`config.mk`:
```
export PLATFORM = sky130hd
export DESIGN_NAME = hidden_layer_seq_flat
export DESIGN_NICKNAME = d
export VERILOG_FILES = /design/src/rtl/hidden_layer_seq_if.sv /design/src/rtl/hidden_layer_seq.sv /design/src/flat_wrapper.sv
export SDC_FILE = /design/constraint.sdc
export NUM_CORES = 1
export LEC_CHECK = 0
export ABC_AREA = 1
export BUFFER_PORTS_ARGS = -buffer_cell sky130_fd_sc_hd__buf_2
export CORE_ASPECT_RATIO = 1.2
export CORE_MARGIN = 4
export CORE_UTILIZATION = 45
export DETAILED_ROUTE_END_ITERATION = 16
export PLACE_DENSITY_LB_ADDON = 0.1
export SYNTH_ARGS = -nofsm -noshare
export SYNTH_HDL_FRONTEND = slang
export SYNTH_SLANG_ARGS = --single-unit
```
`constraint.sdc`:
```
create_clock -name clk -period 5.7 [get_ports clk]
set_input_delay 0.285 -clock clk [delete_from_list [all_inputs] [get_ports clk]]
set_output_delay 0.285 -clock clk [all_outputs]
set_load 0.1 [all_outputs]
```
`src/rtl/hidden_layer_seq_if.sv`:
```
// Handshake/bus bundle for hidden_layer_seq: control, ROM/RAM ports, result.
// master = sequencer side, slave = control FSM / memories / activation store.
interface hidden_layer_seq_if #(
    parameter int ACC_W = 28
);
    logic                    start;
    logic [14:0]             w_addr;
    logic [7:0]              w_q;
    logic [9:0]              px_addr;
    logic [7:0]              px_q;
    logic                    out_valid;
    logic [4:0]              out_idx;
    logic signed [ACC_W-1:0] out_data;
    logic                    busy;
    logic                    done;

    modport master (
        input  start, w_q, px_q,
        output w_addr, px_addr, out_valid, out_idx, out_data, busy, done
    );

    modport slave (
        output start, w_q, px_q,
        input  w_addr, px_addr, out_valid, out_idx, out_data, busy, done
    );
endinterface

```
`src/rtl/hidden_layer_seq.sv`:
```
// Hidden-layer dot-product sequencer: walks weight ROM and pixel RAM, MACs,
// emits one signed sum per neuron. Ports: clk, rst (sync, active-high),
// bus (master): start, w_addr/w_q, px_addr/px_q, out_valid/out_idx/out_data,
// busy, done. Optional macro HIDDEN_SEQ_RELU_EN clamps negative sums to 0.
module hidden_layer_seq #(
    parameter int NUM_INPUTS = 784,
    parameter int NUM_HIDDEN = 32,
    parameter int ACC_W      = 28
) (
    input  logic                clk,
    input  logic                rst,
    hidden_layer_seq_if.master  bus
);
    localparam logic [9:0] LAST_I = 10'(NUM_INPUTS - 1);
    localparam logic [4:0] LAST_N = 5'(NUM_HIDDEN - 1);

    typedef enum logic [2:0] {IDLE, ISSUE, DRAIN, EMIT, FIN} state_t;

    state_t                  r_state;
    logic [4:0]              r_n;
    logic [9:0]              r_i;
    logic                    r_dv;
    logic signed [ACC_W-1:0] r_acc;
    logic [14:0]             r_waddr;
    logic [9:0]              r_paddr;
    logic                    r_ovalid;
    logic [4:0]              r_oidx;
    logic signed [ACC_W-1:0] r_odata;
    logic                    r_busy;
    logic                    r_done;

    logic signed [16:0]      w_prod;
    logic signed [ACC_W-1:0] w_prod_ext;

    // Pixel is unsigned: zero-extend before the signed multiply.
    assign w_prod     = $signed(bus.w_q) * $signed({1'b0, bus.px_q});
    assign w_prod_ext = {{(ACC_W-17){w_prod[16]}}, w_prod};

    always_ff @(posedge clk) begin
        if (rst) begin
            r_state  <= IDLE;
            r_n      <= '0;
            r_i      <= '0;
            r_dv     <= 1'b0;
            r_acc    <= '0;
            r_waddr  <= '0;
            r_paddr  <= '0;
            r_ovalid <= 1'b0;
            r_oidx   <= '0;
            r_odata  <= '0;
            r_busy   <= 1'b0;
            r_done   <= 1'b0;
        end else begin
            r_ovalid <= 1'b0;
            r_done   <= 1'b0;
            // Memory data lags the address by one cycle.
            r_dv     <= (r_state == ISSUE);
            if (r_dv)
                r_acc <= r_acc + w_prod_ext;
            unique case (r_state)
                IDLE: begin
                    if (bus.start) begin
                        r_n     <= '0;
                        r_i     <= '0;
                        r_waddr <= '0;
                        r_paddr <= '0;
                        r_acc   <= '0;
                        r_busy  <= 1'b1;
                        r_state <= ISSUE;
                    end
                end
                ISSUE: begin
                    // Addresses hold on the last input so the weight
                    // counter never runs past the final ROM word.
                    if (r_i == LAST_I) begin
                        r_i     <= '0;
                        r_state <= DRAIN;
                    end else begin
                        r_i     <= r_i + 10'd1;
                        r_waddr <= r_waddr + 15'd1;
                        r_paddr <= r_paddr + 10'd1;
                    end
                end
                DRAIN: begin
                    r_state <= EMIT;
                end
                EMIT: begin
                    r_ovalid <= 1'b1;
                    r_oidx   <= r_n;
`ifdef HIDDEN_SEQ_RELU_EN
                    r_odata  <= r_acc[ACC_W-1] ? '0 : r_acc;
`else
                    r_odata  <= r_acc;
`endif
                    r_acc    <= '0;
                    if (r_n == LAST_N) begin
                        r_state <= FIN;
                    end else begin
                        r_n     <= r_n + 5'd1;
                        r_waddr <= r_waddr + 15'd1;
                        r_paddr <= '0;
                        r_state <= ISSUE;
                    end
                end
                FIN: begin
                    r_done  <= 1'b1;
                    r_busy  <= 1'b0;
                    r_state <= IDLE;
                end
                default: r_state <= IDLE;
            endcase
        end
    end

    assign bus.w_addr    = r_waddr;
    assign bus.px_addr   = r_paddr;
    assign bus.out_valid = r_ovalid;
    assign bus.out_idx   = r_oidx;
    assign bus.out_data  = r_odata;
    assign bus.busy      = r_busy;
    assign bus.done      = r_done;
endmodule

```
`src/flat_wrapper.sv`:
```
// flat-port wrapper written by rule: the top's interface ports become plain ports
module hidden_layer_seq_flat 
#(
    parameter int NUM_INPUTS = 784,
    parameter int NUM_HIDDEN = 32,
    parameter int ACC_W      = 28
)
  (clk, rst, bus_start, bus_w_q, bus_px_q, bus_w_addr, bus_px_addr, bus_out_valid, bus_out_idx, bus_out_data, bus_busy, bus_done);
  hidden_layer_seq_if #(.ACC_W(ACC_W)) bus_i ();
  input  logic clk;
  input  logic rst;
  input wire logic [$bits(bus_i.start)-1:0] bus_start;
  input wire logic [$bits(bus_i.w_q)-1:0] bus_w_q;
  input wire logic [$bits(bus_i.px_q)-1:0] bus_px_q;
  output wire logic [$bits(bus_i.w_addr)-1:0] bus_w_addr;
  output wire logic [$bits(bus_i.px_addr)-1:0] bus_px_addr;
  output wire logic [$bits(bus_i.out_valid)-1:0] bus_out_valid;
  output wire logic [$bits(bus_i.out_idx)-1:0] bus_out_idx;
  output wire logic [$bits(bus_i.out_data)-1:0] bus_out_data;
  output wire logic [$bits(bus_i.busy)-1:0] bus_busy;
  output wire logic [$bits(bus_i.done)-1:0] bus_done;
  assign bus_i.start = bus_start;
  assign bus_i.w_q = bus_w_q;
  assign bus_i.px_q = bus_px_q;
  assign bus_w_addr = bus_i.w_addr;
  assign bus_px_addr = bus_i.px_addr;
  assign bus_out_valid = bus_i.out_valid;
  assign bus_out_idx = bus_i.out_idx;
  assign bus_out_data = bus_i.out_data;
  assign bus_busy = bus_i.busy;
  assign bus_done = bus_i.done;
  hidden_layer_seq #(.NUM_INPUTS(NUM_INPUTS), .NUM_HIDDEN(NUM_HIDDEN), .ACC_W(ACC_W)) u_core (.clk(clk), .rst(rst), .bus(bus_i));
endmodule
```
=== Yosys cells after proc, flatten, opt, wreduce, memory -nomap -nowiden ===
Cells that the tools add are included.

* Register bits after elaboration: 108
* Bits of input ports: 19
* Output and inout port bits: 61
* Logic and storage cells: 62

* Add/sub/neg operators: 5
* Multipliers: 1
* Equal/unequal tests: 10
* Muxes and demuxes: 24
* Reduce and logical (&&, ||, !) cells: 10

{| class="wikitable"
|+ Operators by type and width
! cell !! number
|-
| 2-to-1 mux 28 bit || 2
|-
| case mux 28 bit (2 select lines) || 1
|-
| 2-to-1 mux 15 bit || 3
|-
| case mux 15 bit (3 select lines) || 1
|-
| 2-to-1 mux 10 bit || 4
|-
| case mux 10 bit (3 select lines) || 1
|-
| adder 28 x 17 -> 28 bit || 1
|-
| adder 10 x 1 -> 10 bit (second input constant) || 2
|-
| case mux 10 bit (2 select lines) || 1
|-
| multiplier 8 x 9 -> 17 bit || 1
|-
| adder 15 x 1 -> 15 bit (second input constant) || 1
|-
| case mux 3 bit (4 select lines) || 1
|-
| == test 10 bit (second input constant) || 1
|-
| 2-to-1 mux 5 bit || 2
|-
| case mux 5 bit (2 select lines) || 1
|-
| 2-to-1 mux 3 bit || 3
|-
| inequality test 2 bit (second input constant) || 4
|-
| == test 3 x 2 -> 1 bit (second input constant) || 2
|-
| AND reduction 2 bit || 3
|-
| nonzero test 2 bit || 3
|-
| adder 5 x 1 -> 5 bit (second input constant) || 1
|-
| == test 5 bit (second input constant) || 1
|-
| AND reduction 4 bit || 1
|-
| == test 3 x 1 -> 1 bit (second input constant) || 1
|-
| other kinds (6) || 8
|}

=== Longest topological paths before layout ===
* Word-level depth: 5
* Gate-level depth with buffers: 23
* Mapped depth without buffers: 23

=== Worst setup path after synthesis ===
No wires, ideal clock.

* Kind: input -> register
* From: input port bus_w_q[7]
* To: register u_core.r_acc[17]
* Setup time: 0.115 ns
* Data arrival time: 4.440 ns
* Required time: 5.585 ns
* Setup slack: 1.145 ns
* Cell stages on the path: 19
* Path buffers: 0
* Path through: clkinv_1 or2_2 fa_1 fa_1 inv_1 fa_1 fa_1 fa_1 ha_1 nand2_1 inv_1 nand2_1 nand3_1 nand2_1 nand3_1 nand2_1 nand2_1 o21ai_0 inv_1

* Word-level cells in the longest chain between the ends: 5

{| class="wikitable"
|+ Ends and longest elaborated chain
! what !! line !! text
|-
| start: declaration || flat_wrapper.sv:13 || <nowiki>input wire logic [$bits(bus_i.w_q)-1:0] bus_w_q;</nowiki>
|-
| multiplier 8 x 9 -> 17 bit (*) || hidden_layer_seq.sv:36 || <nowiki>assign w_prod = $signed(bus.w_q) * $signed({1'b0, bus.px_q});</nowiki>
|-
| adder 28 x 17 -> 28 bit (*) || hidden_layer_seq.sv:59 || <nowiki>r_acc <= r_acc + w_prod_ext;</nowiki>
|-
| 2-to-1 mux 28 bit (*) || hidden_layer_seq.sv:58 || <nowiki>if (r_dv)</nowiki>
|-
| 2-to-1 mux 28 bit || hidden_layer_seq.sv:62 || <nowiki>if (bus.start) begin</nowiki>
|-
| case mux 28 bit (2 select lines) (*) || hidden_layer_seq.sv:60 || <nowiki>unique case (r_state)</nowiki>
|-
| end signal: assignment || hidden_layer_seq.sv:59 ||
|-
| end: declaration || hidden_layer_seq.sv:23 || <nowiki>logic signed [ACC_W-1:0] r_acc;</nowiki>
|}

Every way passes the cells marked *; elsewhere a longest branch is shown, timed or not.
A chain may end at the register's enable or synchronous reset.

=== Worst setup path after layout ===
* From: input port bus_w_q[7]
* To: register u_core.r_acc[20]

Same word-level chain as after synthesis.

==> flow_metrics.tcl <==
set metrics [dict create \
    totalPowerFinal_mw 2.84 \
    synth-edff-count 0 \
    number_of_design_rule_violations_left_by_the_first_detailed_router_iteration 352 \
    global_route.usage.met2 0.348 \
    finalClockSkew_ps 9.62 \
    final.min_clock_period_ps 4800 \
    syn-cell-area_sq_um 8670 \
    clock.fmax_mhz 208 \
    critical_path_startpoint_category "primary input" \
    cts-buffers-inserted 9 \
    critPathRequiredTime_ps 5950 \
    buffers_inserted_during_post_cts_setup_optimization 0 \
    clock_insertion_delay_worst_skew_ps 350 \
    area.growth.synth_to_final_pct 9.90 \
    grt_most_used_layer "met2" \
    setup-tns-final_ps 0 \
    cts_resized 0 \
    drt_pre_antenna_iters 6 \
    diodes 0 \
    number_of_register_bits_inferred_by_synthesis 108 \
    pin_count 80 \
    finalMaxSlewViolations 0 \
    post-route-cell-area_sq_um 9530 \
    tightest_slew_ps 1050 \
    static-leakage-power_nw 5.29 \
    post-synth-top-count-cell "nand2_1" \
    total_global_routing_track_utilization 0.198 \
    synth_warnings 0 \
    ys_seq_area_frac 0.249 \
    slew_headroom 0.295 \
    crit_arrival_ps 5050 \
    synthesis.instances 1249 \
    synth.cells.most_frequent "nand2_1 (304), inv_1 (244), nor2_1 (124), dfxtp_1 (108), ha_1 (97)" \
    worst_ir_drop_vdd_uv 155 \
    grt_max_degree 57 \
    drive_above_1_share 0.0933 \
    hold_path.class "in2reg" \
    drt_wl_total_um 20500 \
    synthArstFlopShare 0 \
    rr_endpoint "u_core.r_acc[20]" \
    grt_antenna_before_repair 0 \
    floorplan.die_area_sq_um 21600 \
    utilization 0.504 \
    first_global_vias 7315 \
    cts.sinks 108 \
    setup.worst_path.end "u_core.r_acc[20]" \
    initial_utilization 0.458 \
    synth_ff_type "dfxtp_1" \
    timing.final.setup_violations 0 \
    dpl.hpwl_um 16500 \
    fp.dieH_um 160 \
    drt-vias-per-instance 4.88 \
    timing.critical_path.from "bus_w_q[7]" \
    final_critical_path_share_of_the_clock_period 0.842 \
    num_vias 7625 \
    hold_viol_final 0 \
    overflow 0 \
    r2r_setup_slack_ps 1280 \
    synth.top_cells.by_area "dfxtp_1 (25%), ha_1 (14%), nand2_1 (13%), fa_1 (12%), inv_1 (11%)" \
    path_class "in2reg" \
    coreArea_sq_um 18900 \
    reg2reg_depth 19 \
    clk_pin_slew_worst_paths_ps 80 \
    cts_tree "built" \
    post-place-ws_ps 509 \
    setup_repair_after_global_routing_missed_its_margin "no" \
    critical_path.reg2reg.startpoint "u_core.r_acc[6]" \
    post_synth.cell_area_avg_sq_um 6.94 \
    postSynthNetCount 1417 \
    design.final.nets 1471 \
    end_kind "flip-flop" \
    place.port_buffers 79 \
    rows 55 \
    drc_errors 0 \
    finalWorstSetupSlack_ps 898 \
    hold_fix_buffer_count_after_cts 0 \
    cts-root-to-sink-buffers 2 \
    post_drt_wl_per_cell_um 13.1 \
    met3_usage 0.0186 \
    power_density_nw_per_um2 298 \
    die_w_um 135 \
    synth_top_cell_area_share 0.249 \
    drv_cap 0 \
    gp_routability_congestion 0.897 \
    grt.met1_usage 0.262 \
    ys_types 37 \
    clock_tree.root_cell "clkbuf_16" \
    cp_max_fo 9 \
    postRouteAntennaNets 0 \
    grt_pass1_wl_um 35200 \
    ctsHtreeMaxLevel 3 \
    synth_largest_area_cell "dfxtp_1" \
    post_dp_cell_area_sq_um 9240 \
    run_status "complete, no violations" \
]
==> metrics by stage <==
stage	cells	hold WS (ps)
floorplan	1249	434
global placement	1548	467
detailed placement	1548	461
CTS	1564	292
global route	1564	309
finish	1564	310
==> worst min-delay path by stage <==
stage	from	endpoint	slack [ps]	cells past startpoint
global route	bus_start	u_core.bus.busy	310	3
global placement	u_core.bus.busy	u_core.bus.busy	470	2
floorplan	u_core.r_n[2]	u_core.r_n[2]	430	1
finish	bus_start	u_core.bus.busy	310	3
detailed placement	u_core.r_n[2]	u_core.r_n[2]	460	1
CTS	bus_start	u_core.bus.busy	290	3
==> layer usage <==
metal / vias to the layer above / routed length, um
li1: 3979 / -
met1: 3502 / 9450
met2: 127 / 10100
met3: 17 / 655
met4: 0 / 290
met5: - / 0
==> critical path, cell delays in order <==
cell,delay [ps]
buf_2,130
clkinv_1,290
or2_2,400
fa_1,510
fa_1,540
inv_1,50
fa_1,500
fa_1,570
fa_1,420
ha_1,370
inv_1,80
nand2_1,70
nand2_1,110
o21bai_1,290
nand2_1,140
nand3_1,90
nand3_1,80
nand2_1,70
inv_1,30
==> placed cells by master (no fill, tap or decap), types with 7 or more instances in the layout <==
cell type and n:
nand4_1 14, fa_1 52, nand3_1 59, a21oi_1 74, clkbuf_16 9, nor2_1 124
o21ai_0 64, a211oi_1 7, nor3_1 13, buf_2 79, nand2_1 304, inv_1 244
dfxtp_1 108, ha_1 97
==> flip-flops by register name (all words and copies together), names as in the netlist, 3 cells and up <==
signal,cells
u_core.r_n,5
u_core.bus.w_addr,15
u_core.bus.out_data,28
u_core.r_i,10
u_core.bus.px_addr,10
u_core.bus.out_idx,5
u_core.r_acc,28
u_core.r_state,3
==> cell families after synthesis <==
logic type	share of synthesized area
fa+ha+maj	0.260
buf+inv	0.130
simple gates	0.260
flops	0.249
xor+xnor	0.00505
compound gates	0.0961
==> layout make-up <==
class,instances,area (sq um)
Timing Repair Buffer,82,418
Fill cell,1964,9400
Inverter,252,946
Multi-Input combinational cell,850,5390
Sequential cell,108,2160
Tap cell,256,320
Clock buffer,10,239
Clock inverter,6,55.1
==> power breakdown <==
group | leakage [nW] | internal [mW] | switching (mW) | total (mW)
combinational | 4.27 | 0.455 | 0.940 | 1.39
sequential | 0.875 | 0.793 | 0.0305 | 0.824
clock | 0.139 | 0.318 | 0.304 | 0.622
No activity file was read; power rests on OpenSTA's default activity.
